--- src/rtl/serial_frame_rx.sv ---
// Serial command-frame receiver: start bit, command, address, optional write data,
// optional even parity; presents the last accepted frame on held output registers.
module serial_frame_rx #(
    parameter int               CMD_W     = 3,
    parameter int               ADDR_W    = 6,
    parameter int               DATA_W    = 8,
    parameter logic [CMD_W-1:0] CMD_WR    = 3'b110,
    parameter logic [CMD_W-1:0] CMD_RD    = 3'b101,
    parameter int               PARITY_EN = 1
) (
    input  logic              clk,
    input  logic              rst_n,
    input  logic              in_flow,
    input  logic              bit_valid,
    output logic [CMD_W-1:0]  out_cmd,
    output logic [ADDR_W-1:0] out_address,
    output logic [DATA_W-1:0] out_data,
    output logic              ready_r,
    output logic              is_read,
    output logic              busy,
    output logic              err_cmd,
    output logic              err_parity
);
    localparam int MAX_W = (CMD_W > ADDR_W) ? ((CMD_W > DATA_W) ? CMD_W : DATA_W)
                                            : ((ADDR_W > DATA_W) ? ADDR_W : DATA_W);
    localparam int CNT_W = $clog2(MAX_W) + 1;
    localparam logic [CNT_W-1:0] CMD_LAST  = CNT_W'(CMD_W - 1);
    localparam logic [CNT_W-1:0] ADDR_LAST = CNT_W'(ADDR_W - 1);
    localparam logic [CNT_W-1:0] DATA_LAST = CNT_W'(DATA_W - 1);

    typedef enum logic [2:0] {IDLE, CMD, ADDR, DATA, PAR, DONE} state_t;

    state_t              r_state, w_state_next;
    logic [CNT_W-1:0]    r_cnt, w_cnt_next;
    logic [CMD_W-1:0]    r_cmd, w_cmd_next;
    logic [ADDR_W-1:0]   r_addr, w_addr_next;
    logic [DATA_W-1:0]   r_data, w_data_next;
    logic                r_par, w_par_next;
    logic                r_err_cmd, w_err_cmd_next;
    logic                r_err_par, w_err_par_next;
    logic                w_load;
    logic [CMD_W-1:0]    r_out_cmd;
    logic [ADDR_W-1:0]   r_out_addr;
    logic [DATA_W-1:0]   r_out_data;
    logic                r_is_read;
    logic [CMD_W-1:0]    w_cmd_shift;

    assign w_cmd_shift = {r_cmd[CMD_W-2:0], in_flow};

    always_comb begin
        w_state_next   = r_state;
        w_cnt_next     = r_cnt;
        w_cmd_next     = r_cmd;
        w_addr_next    = r_addr;
        w_data_next    = r_data;
        w_par_next     = r_par;
        w_err_cmd_next = 1'b0;
        w_err_par_next = 1'b0;
        w_load         = 1'b0;
        case (r_state)
            IDLE: begin
                if (bit_valid && in_flow) begin
                    w_state_next = CMD;
                    w_cnt_next   = '0;
                    w_par_next   = 1'b0;
                end
            end
            CMD: begin
                if (bit_valid) begin
                    w_cmd_next = w_cmd_shift;
                    w_par_next = r_par ^ in_flow;
                    w_cnt_next = r_cnt + 1'b1;
                    if (r_cnt == CMD_LAST) begin
                        w_cnt_next = '0;
                        if (w_cmd_shift == CMD_WR || w_cmd_shift == CMD_RD) begin
                            w_state_next = ADDR;
                        end else begin
                            w_state_next   = IDLE;
                            w_err_cmd_next = 1'b1;
                        end
                    end
                end
            end
            ADDR: begin
                if (bit_valid) begin
                    w_addr_next = {r_addr[ADDR_W-2:0], in_flow};
                    w_par_next  = r_par ^ in_flow;
                    w_cnt_next  = r_cnt + 1'b1;
                    if (r_cnt == ADDR_LAST) begin
                        w_cnt_next = '0;
                        if (r_cmd == CMD_WR) begin
                            w_state_next = DATA;
                        end else if (PARITY_EN != 0) begin
                            w_state_next = PAR;
                        end else begin
                            w_state_next = DONE;
                            w_load       = 1'b1;
                        end
                    end
                end
            end
            DATA: begin
                if (bit_valid) begin
                    w_data_next = {r_data[DATA_W-2:0], in_flow};
                    w_par_next  = r_par ^ in_flow;
                    w_cnt_next  = r_cnt + 1'b1;
                    if (r_cnt == DATA_LAST) begin
                        w_cnt_next = '0;
                        if (PARITY_EN != 0) begin
                            w_state_next = PAR;
                        end else begin
                            w_state_next = DONE;
                            w_load       = 1'b1;
                        end
                    end
                end
            end
            PAR: begin
                if (bit_valid) begin
                    if ((r_par ^ in_flow) == 1'b0) begin
                        w_state_next = DONE;
                        w_load       = 1'b1;
                    end else begin
                        w_state_next   = IDLE;
                        w_err_par_next = 1'b1;
                    end
                end
            end
            DONE:    w_state_next = IDLE;
            default: w_state_next = IDLE;
        endcase
    end

    // Outputs are captured on the edge that enters DONE so they are valid alongside ready_r.
    always_ff @(posedge clk or negedge rst_n) begin
        if (!rst_n) begin
            r_state    <= IDLE;
            r_cnt      <= '0;
            r_cmd      <= '0;
            r_addr     <= '0;
            r_data     <= '0;
            r_par      <= 1'b0;
            r_err_cmd  <= 1'b0;
            r_err_par  <= 1'b0;
            r_out_cmd  <= '0;
            r_out_addr <= '0;
            r_out_data <= '0;
            r_is_read  <= 1'b0;
        end else begin
            r_state   <= w_state_next;
            r_cnt     <= w_cnt_next;
            r_cmd     <= w_cmd_next;
            r_addr    <= w_addr_next;
            r_data    <= w_data_next;
            r_par     <= w_par_next;
            r_err_cmd <= w_err_cmd_next;
            r_err_par <= w_err_par_next;
            if (w_load) begin
                r_out_cmd  <= w_cmd_next;
                r_out_addr <= w_addr_next;
                r_is_read  <= (w_cmd_next == CMD_RD);
                if (w_cmd_next == CMD_WR) begin
                    r_out_data <= w_data_next;
                end
            end
        end
    end

    assign out_cmd     = r_out_cmd;
    assign out_address = r_out_addr;
    assign out_data    = r_out_data;
    assign is_read     = r_is_read;
    assign ready_r     = (r_state == DONE);
    assign busy        = (r_state != IDLE);
    assign err_cmd     = r_err_cmd;
    assign err_parity  = r_err_par;
endmodule

--- config.mk ---
export PLATFORM = sky130hd
export DESIGN_NAME = serial_frame_rx
export DESIGN_NICKNAME = d
export VERILOG_FILES = /design/src/rtl/serial_frame_rx.sv
export SDC_FILE = /design/constraint.sdc
export NUM_CORES = 1
export LEC_CHECK = 0
export ABC_AREA = 1
export BUFFER_PORTS_ARGS = -buffer_cell sky130_fd_sc_hd__buf_2
export CORE_ASPECT_RATIO = 1.25
export CORE_MARGIN = 10
export CORE_UTILIZATION = 25
export CTS_CLUSTER_DIAMETER = 50
export DETAILED_ROUTE_END_ITERATION = 8
export GPL_TIMING_DRIVEN = 0
export SETUP_SLACK_MARGIN = 0.05
export SLEW_MARGIN = 20
export SYNTH_ARGS = -nofsm -noshare
export SYNTH_HDL_FRONTEND = slang
export SYNTH_SLANG_ARGS = --single-unit
--- constraint.sdc ---
create_clock -name clk -period 1.5 [get_ports clk]
set_input_delay 0.15 -clock clk [delete_from_list [all_inputs] [get_ports clk]]
set_output_delay 0.15 -clock clk [all_outputs]
set_load 0.005 [all_outputs]
==> results_dict.tcl, run 1 <==
set metrics [dict create \
    drtAntennaViolNets 0 \
    slowest_stage "dfrtp_1" \
    post_drt_wl_per_cell_um 12.2 \
    synth.distinct_cells 33 \
    critical_path.cell_chain "buf_8, buf_4, o21ai_4, a21oi_1, nor2_2, nand2_2, nand2_1, nand2_1" \
    synth_top_area_cell "dfrtp_1" \
    crit_arrival_ps 1650 \
    synth_seq_cells 45 \
    diodes 0 \
    fin_util_pct 33.8 \
    synthTopCellsByArea "dfrtp_1 52%, nand2_1 16%, nand3_1 6.4%" \
    areaGrowthSynthToFinish_pct 33.6 \
    synthArstFlopShare_pct 100 \
    worst_pin_slew_ps 583 \
    grt_first_pass_wirelength_um 8420 \
    die_y_um 124 \
    critPathLaunchType "flop" \
    drc_errors 0 \
    gp_congestion 0.788 \
    postSynthCellCount 255 \
    core_sq_um 8610 \
    htreeDepth 2 \
    drv_slew 0 \
    cpPeakStageDelay_ps 390 \
    tritoncts "done" \
    rsz0062_at_grt "yes" \
    cp_common_cell "nand2_1" \
    finalPower_mw 5.23 \
    avgSynthCellArea_sq_um 8.54 \
    synth_top_area_share_pct 51.7 \
    holdWs_ps 142 \
    drive_above_1_share_pct 35.0 \
    end_kind "flop" \
    clock-sinks 45 \
    layout.nets 315 \
    fp.dieArea_sq_um 12900 \
    grt_pass1_vias 1801 \
    clock.fmax_ghz 0.684 \
    ff_latch_area_sq_um 1130 \
    drt_iter0_drc 72 \
    slew_headroom_pct 61.2 \
    syn_nets 262 \
    post-route-min-period_ps 1460 \
    finalSetupViolCount 0 \
    cp_max_fo 8 \
    vdd_drop_max_mv 0.519 \
    initial_core_util_pct 25.3 \
    fp.dieW_um 103 \
    hp-class "in2reg" \
    synth_edf_count 0 \
    finalHoldViolations 0 \
    cts.path.max_buffers 2 \
    io-pin-count 26 \
    wl_um 5240 \
    port_buffers 24 \
    overflow 0 \
    yosys_warnings 0 \
    p_leak_nw 1.48 \
    fin_skew_ps 3.31 \
    antenna_found_initial 0 \
    cts_buffers 5 \
    status "finished clean" \
    via_per_inst 4.33 \
    power_density_nw_per_um2 1800 \
    ys.flop_type "dfrtp_1" \
    num_rows 38 \
    ys_seq_area_share_pct 51.7 \
    dpl.hpwl_um 3520 \
    worstSkewPairLatency_ps 300 \
    root_buffer "clkbuf_8" \
    grt.total_usage_pct 8.07 \
    fin_crit_sh_pct 97.5 \
    drv_cap 0 \
    num_vias 1856 \
    multi_input_area_sq_um 1090 \
    first_pass_iters 4 \
    synth_area_sq_um 2180 \
    clk_pin_slew_ps 80 \
    criticalPathCategory "reg2reg" \
    grt_max_degree 46 \
    required_ps 1690 \
    nFillCells 884 \
]
## placed cells by master, fill, tap and decap left out, types with 9 or more instances in the layout
cell type | Yosys | final
inv_1 | 13 | 11
buf_2 | 0 | 23
nor2_1 | 12 | 9
dfrtp_1 | 45 | 43
buf_4 | 3 | 21
nand3_1 | 28 | 22
o21ai_0 | 18 | 17
nand2_2 | 5 | 12
nand2_1 | 92 | 84
## where the power goes
part / switching, mW / total [mW] / internal (mW) / leakage [nW]
clock network: 0.430 / 0.972 / 0.542 / 0.0574
logic: 1.47 / 2.51 / 1.04 / 0.832
registers: 0.204 / 1.75 / 1.54 / 0.592
## final cells by class
type                       count  area share, %
sequential                    45           38.8
multi-input combinational    187           37.4
timing repair buffer          45           10.1
tap                          120           5.16
inverter                      19           2.97
clock buffer                   6           2.84
buffer                         5           1.42
clock inverter                 2           1.29
## final timing paths
path	slack (ps)	startpoint	cells after the start	to
max	40	r_state[0]$_DFFE_PN0P_	8	r_state[0]$_DFFE_PN0P_
min	140	bit_valid	3	err_cmd$_DFF_PN0_
max reg2reg	40	r_state[0]$_DFFE_PN0P_	8	r_state[0]$_DFFE_PN0P_
min reg2reg	460	out_data[7]$_DFFE_PN0P_	2	out_data[7]$_DFFE_PN0P_
max in group asynchronous	680	rst_n	2	r_cnt[1]$_DFFE_PN0P_
min in group asynchronous	400	rst_n	2	out_address[5]$_DFFE_PN0P_
## cells in the mapped netlist (3+ instances only)
master / instances
nand2_1: 92
o21ai_0: 18
inv_2: 4
nand3_1: 28
nand2_2: 5
buf_4: 3
ha_1: 3
nor2_1: 12
dfrtp_1: 45
inv_1: 13
a31oi_1: 3
## flip-flops by register name, summed over array words and instances (netlist names)
| signal | cells |
|---|---|
| r_state | 3 |
| out_data | 8 |
| r_data | 8 |
| r_cnt | 4 |
| err_cmd | 1 |
| is_read | 1 |
| r_par | 1 |
| r_addr | 6 |
| out_address | 6 |
| r_cmd | 3 |
| out_cmd | 3 |
| err_parity | 1 |
## stage by stage
| stage | area (sq um) | worst slack (ps) | std cells | TNS, ps |
|---|---|---|---|---|
| global placement | 2450 | -86.0 | 399 | -654 |
| CTS | 2650 | -9.26 | 412 | -30.8 |
| finish | 2910 | 37.2 | 429 | 0 |
| global route | 2910 | -51.0 | 429 | -408 |
| floorplan | 2180 | 151 | 255 | 0 |
| detailed placement | 2450 | -101 | 399 | -756 |
## cells by family after synthesis
logic type      Yosys count  synth area share, %
compound gates           31                 8.51
flops                    45                 51.7
buf+inv                  24                 5.17
xor+xnor                  2                0.805
fa+ha+maj                 3                 1.72
simple gates            150                 32.1
## worst max-delay path: cells and delay by family, from the launching register on
kind / cells / cell delay [ps]
and+or+nand+nor: 4 / 400
DFF: 1 / 390
AOI/OAI and AO/OA: 2 / 260
buffers and inverters: 2 / 290
## routing by layer
| metal | track usage (%) | up-vias | wire [um] |
|---|---|---|---|
| met5 | 0 | - | 0 |
| met4 | 3.77 | 0 | 90 |
| met3 | 2.33 | 6 | 283 |
| met2 | 13.2 | 28 | 2690 |
| met1 | 9.29 | 885 | 2170 |
| li1 | - | 937 | - |
## what timing repair did
item                       in CTS  in global routing
setup endpoints to repair      15                 26
hold endpoints to repair        0                 45
resized for setup              11                 34
buffers inserted                4                 16
pin swaps                       8                 15
hold buffers                    0                  1
gates cloned                    1                  0
(Power assumes the default switching activity.)
==> inputs of run 2 (changes only) <==
PLACE_DENSITY_LB_ADDON = 0.15   (was unset)
==> run 2 against run 1 <==
Net effect: critical endpoint unchanged; combinational power is 8.4% lower; sequential cell count did not move; first-iteration DRC count shrank 32%; cell area shrank 4.3%; die area did not move; sequential share of layout area is 1.7 points higher; worst hold slack better by 3.7 ps; cell count shrank 1.9%; global-route usage increased by 0.50 points; wire length up 1.2%; total power is 8.0% lower.
==> results_dict.tcl, run 2 (synthesis gave the netlist of run 1 again) <==
set metrics [dict create \
    status "finished clean" \
    fin_util_pct 32.3 \
    dpl.hpwl_um 3700 \
    drt_iter0_drc 49 \
    vdd_drop_max_mv 0.760 \
    r2r-end "r_state[0]$_DFFE_PN0P_" \
    critPathLaunchType "flop" \
    criticalPathCategory "reg2reg" \
    cp_max_fo 5 \
    ff2ff_setup_slack_ps 30 \
    root_buffer "clkbuf_8" \
    overflow 0 \
    worst_pin_slew_ps 590 \
    wl_um 5300 \
    core_sq_um 8610 \
    finalSetupViolCount 0 \
    hold_path_end "err_cmd$_DFF_PN0_" \
    drive_above_1_share_pct 30.2 \
    post_dp_cell_area_sq_um 2450 \
    die_y_um 124 \
    grt_first_pass_wirelength_um 8880 \
    gp_congestion 0.795 \
    hp-start "bit_valid" \
    grt_pass1_vias 1748 \
    num_rows 38 \
    antenna_found_initial 0 \
    drc_errors 0 \
    crit_arrival_ps 1670 \
    layout.nets 307 \
    final_common_cell "nand2_1" \
    drv_slew 0 \
    areaGrowthSynthToFinish_pct 27.9 \
    via_per_inst 4.27 \
    p_leak_nw 1.44 \
    final_area_sq_um 2780 \
    post-route-min-period_ps 1470 \
    diodes 0 \
    critical_path.cell_chain "inv_4, buf_4, nor3_2, nand2_1, nand3_2, inv_2, nand3_1, nand2_1" \
    drv_cap 0 \
    grt_max_degree 46 \
    clock.fmax_ghz 0.678 \
    hp-class "in2reg" \
    fp.dieW_um 103 \
    fin_skew_ps 11.0 \
    clock-sinks 45 \
    htreeDepth 2 \
    first_pass_iters 4 \
    holdWs_ps 146 \
    power_density_nw_per_um2 1730 \
    slew_headroom_pct 60.7 \
    post_drt_wl_per_cell_um 12.6 \
    num_vias 1799 \
    io-pin-count 26 \
    grt.total_usage_pct 8.56 \
    clk_pin_slew_ps 80 \
    finalPower_mw 4.81 \
    cts.path.max_buffers 2 \
    reg2regPathDepth 8 \
    initial_core_util_pct 25.3 \
    finalHoldViolations 0 \
    cts_buffers 5 \
    crit_family "simple AND/OR/NAND/NOR gates" \
    r2r_start "r_state[1]$_DFFE_PN0P_" \
    port_buffers 24 \
    tritoncts "done" \
    cp_common_cell "nand2_1" \
    min_path_cells 3 \
    cpPeakStageDelay_ps 480 \
    worstSkewPairLatency_ps 290 \
    rsz0062_at_grt "yes" \
    final_cell_mix "84 x nand2_1, 43 x dfrtp_1, 25 x nand3_1, 23 x buf_2, 16 x o21ai_0" \
    path_buf_inv 3 \
    fin_crit_sh_pct 98.3 \
    drtAntennaViolNets 0 \
    required_ps 1690 \
    fp.dieArea_sq_um 12900 \
    slowest_stage "dfrtp_2" \
    end_kind "flop" \
    nFillCells 948 \
]
run 2: worst max-delay path by stage:
| stage | from | end | slack, ps | cells after the start |
|---|---|---|---|---|
| finish | r_state[1]$_DFFE_PN0P_ | r_state[0]$_DFFE_PN0P_ | 30 | 8 |
| global route | r_state[1]$_DFFE_PN0P_ | out_data[5]$_DFFE_PN0P_ | -60 | 10 |
| CTS | r_state[1]$_DFFE_PN0P_ | out_data[3]$_DFFE_PN0P_ | 20 | 10 |
| detailed placement | r_state[0]$_DFFE_PN0P_ | out_data[3]$_DFFE_PN0P_ | -120 | 9 |
| global placement | r_state[0]$_DFFE_PN0P_ | out_data[1]$_DFFE_PN0P_ | -110 | 9 |
| floorplan | r_state[0]$_DFFE_PN0P_ | out_data[0]$_DFFE_PN0P_ | 150 | 9 |
run 2: what timing repair did:
action                                  4_1_cts  5_1_grt
gates resized for setup                      12       21
setup buffers                                 6        6
gates cloned                                  0        1
hold buffers                                  0        1
hold endpoints to repair                      0       45
pin swaps                                     5       11
endpoints found under the setup margin       18       27
run 2: layer usage:
layer | share of wire, % | vias to the layer above | track usage [%]
met2 | 50 | 17 | 13.3
met3 | 3.6 | 5 | 2.33
met5 | 0 | - | 0
met4 | 1.2 | 0 | 2.71
met1 | 45 | 857 | 11.1
li1 | - | 920 | -
run 2: final cells by class:
cell class / count / area, sq um / area share (%)
Multi-Input combinational cell: 187 / 1050 / 37.6
Clock inverter: 2 / 10.0 / 0.360
Buffer: 5 / 41.3 / 1.48
Timing Repair Buffer: 37 / 248 / 8.90
Inverter: 19 / 86.3 / 3.10
Sequential cell: 45 / 1130 / 40.5
Clock buffer: 6 / 72.6 / 2.61
Tap cell: 120 / 150 / 5.39
run 2: metrics by stage:
step	worst slack [ps]	std cells	TNS [ps]
after floorplan	151	255	0
after global placement	-107	399	-897
after detailed placement	-119	399	-957
after CTS	16.3	413	0
after global routing	-59.7	421	-569
final	25.0	421	0
run 2: report_power, final:
group | internal (mW) | switching, mW
clock network | 0.324 | 0.416
registers | 1.55 | 0.223
logic | 0.925 | 1.37
total | 2.80 | 2.01
run 2: worst min-delay path: stages:
cell     delay (ps)
buf_4           150
nand2_1          70
nor3b_1          40
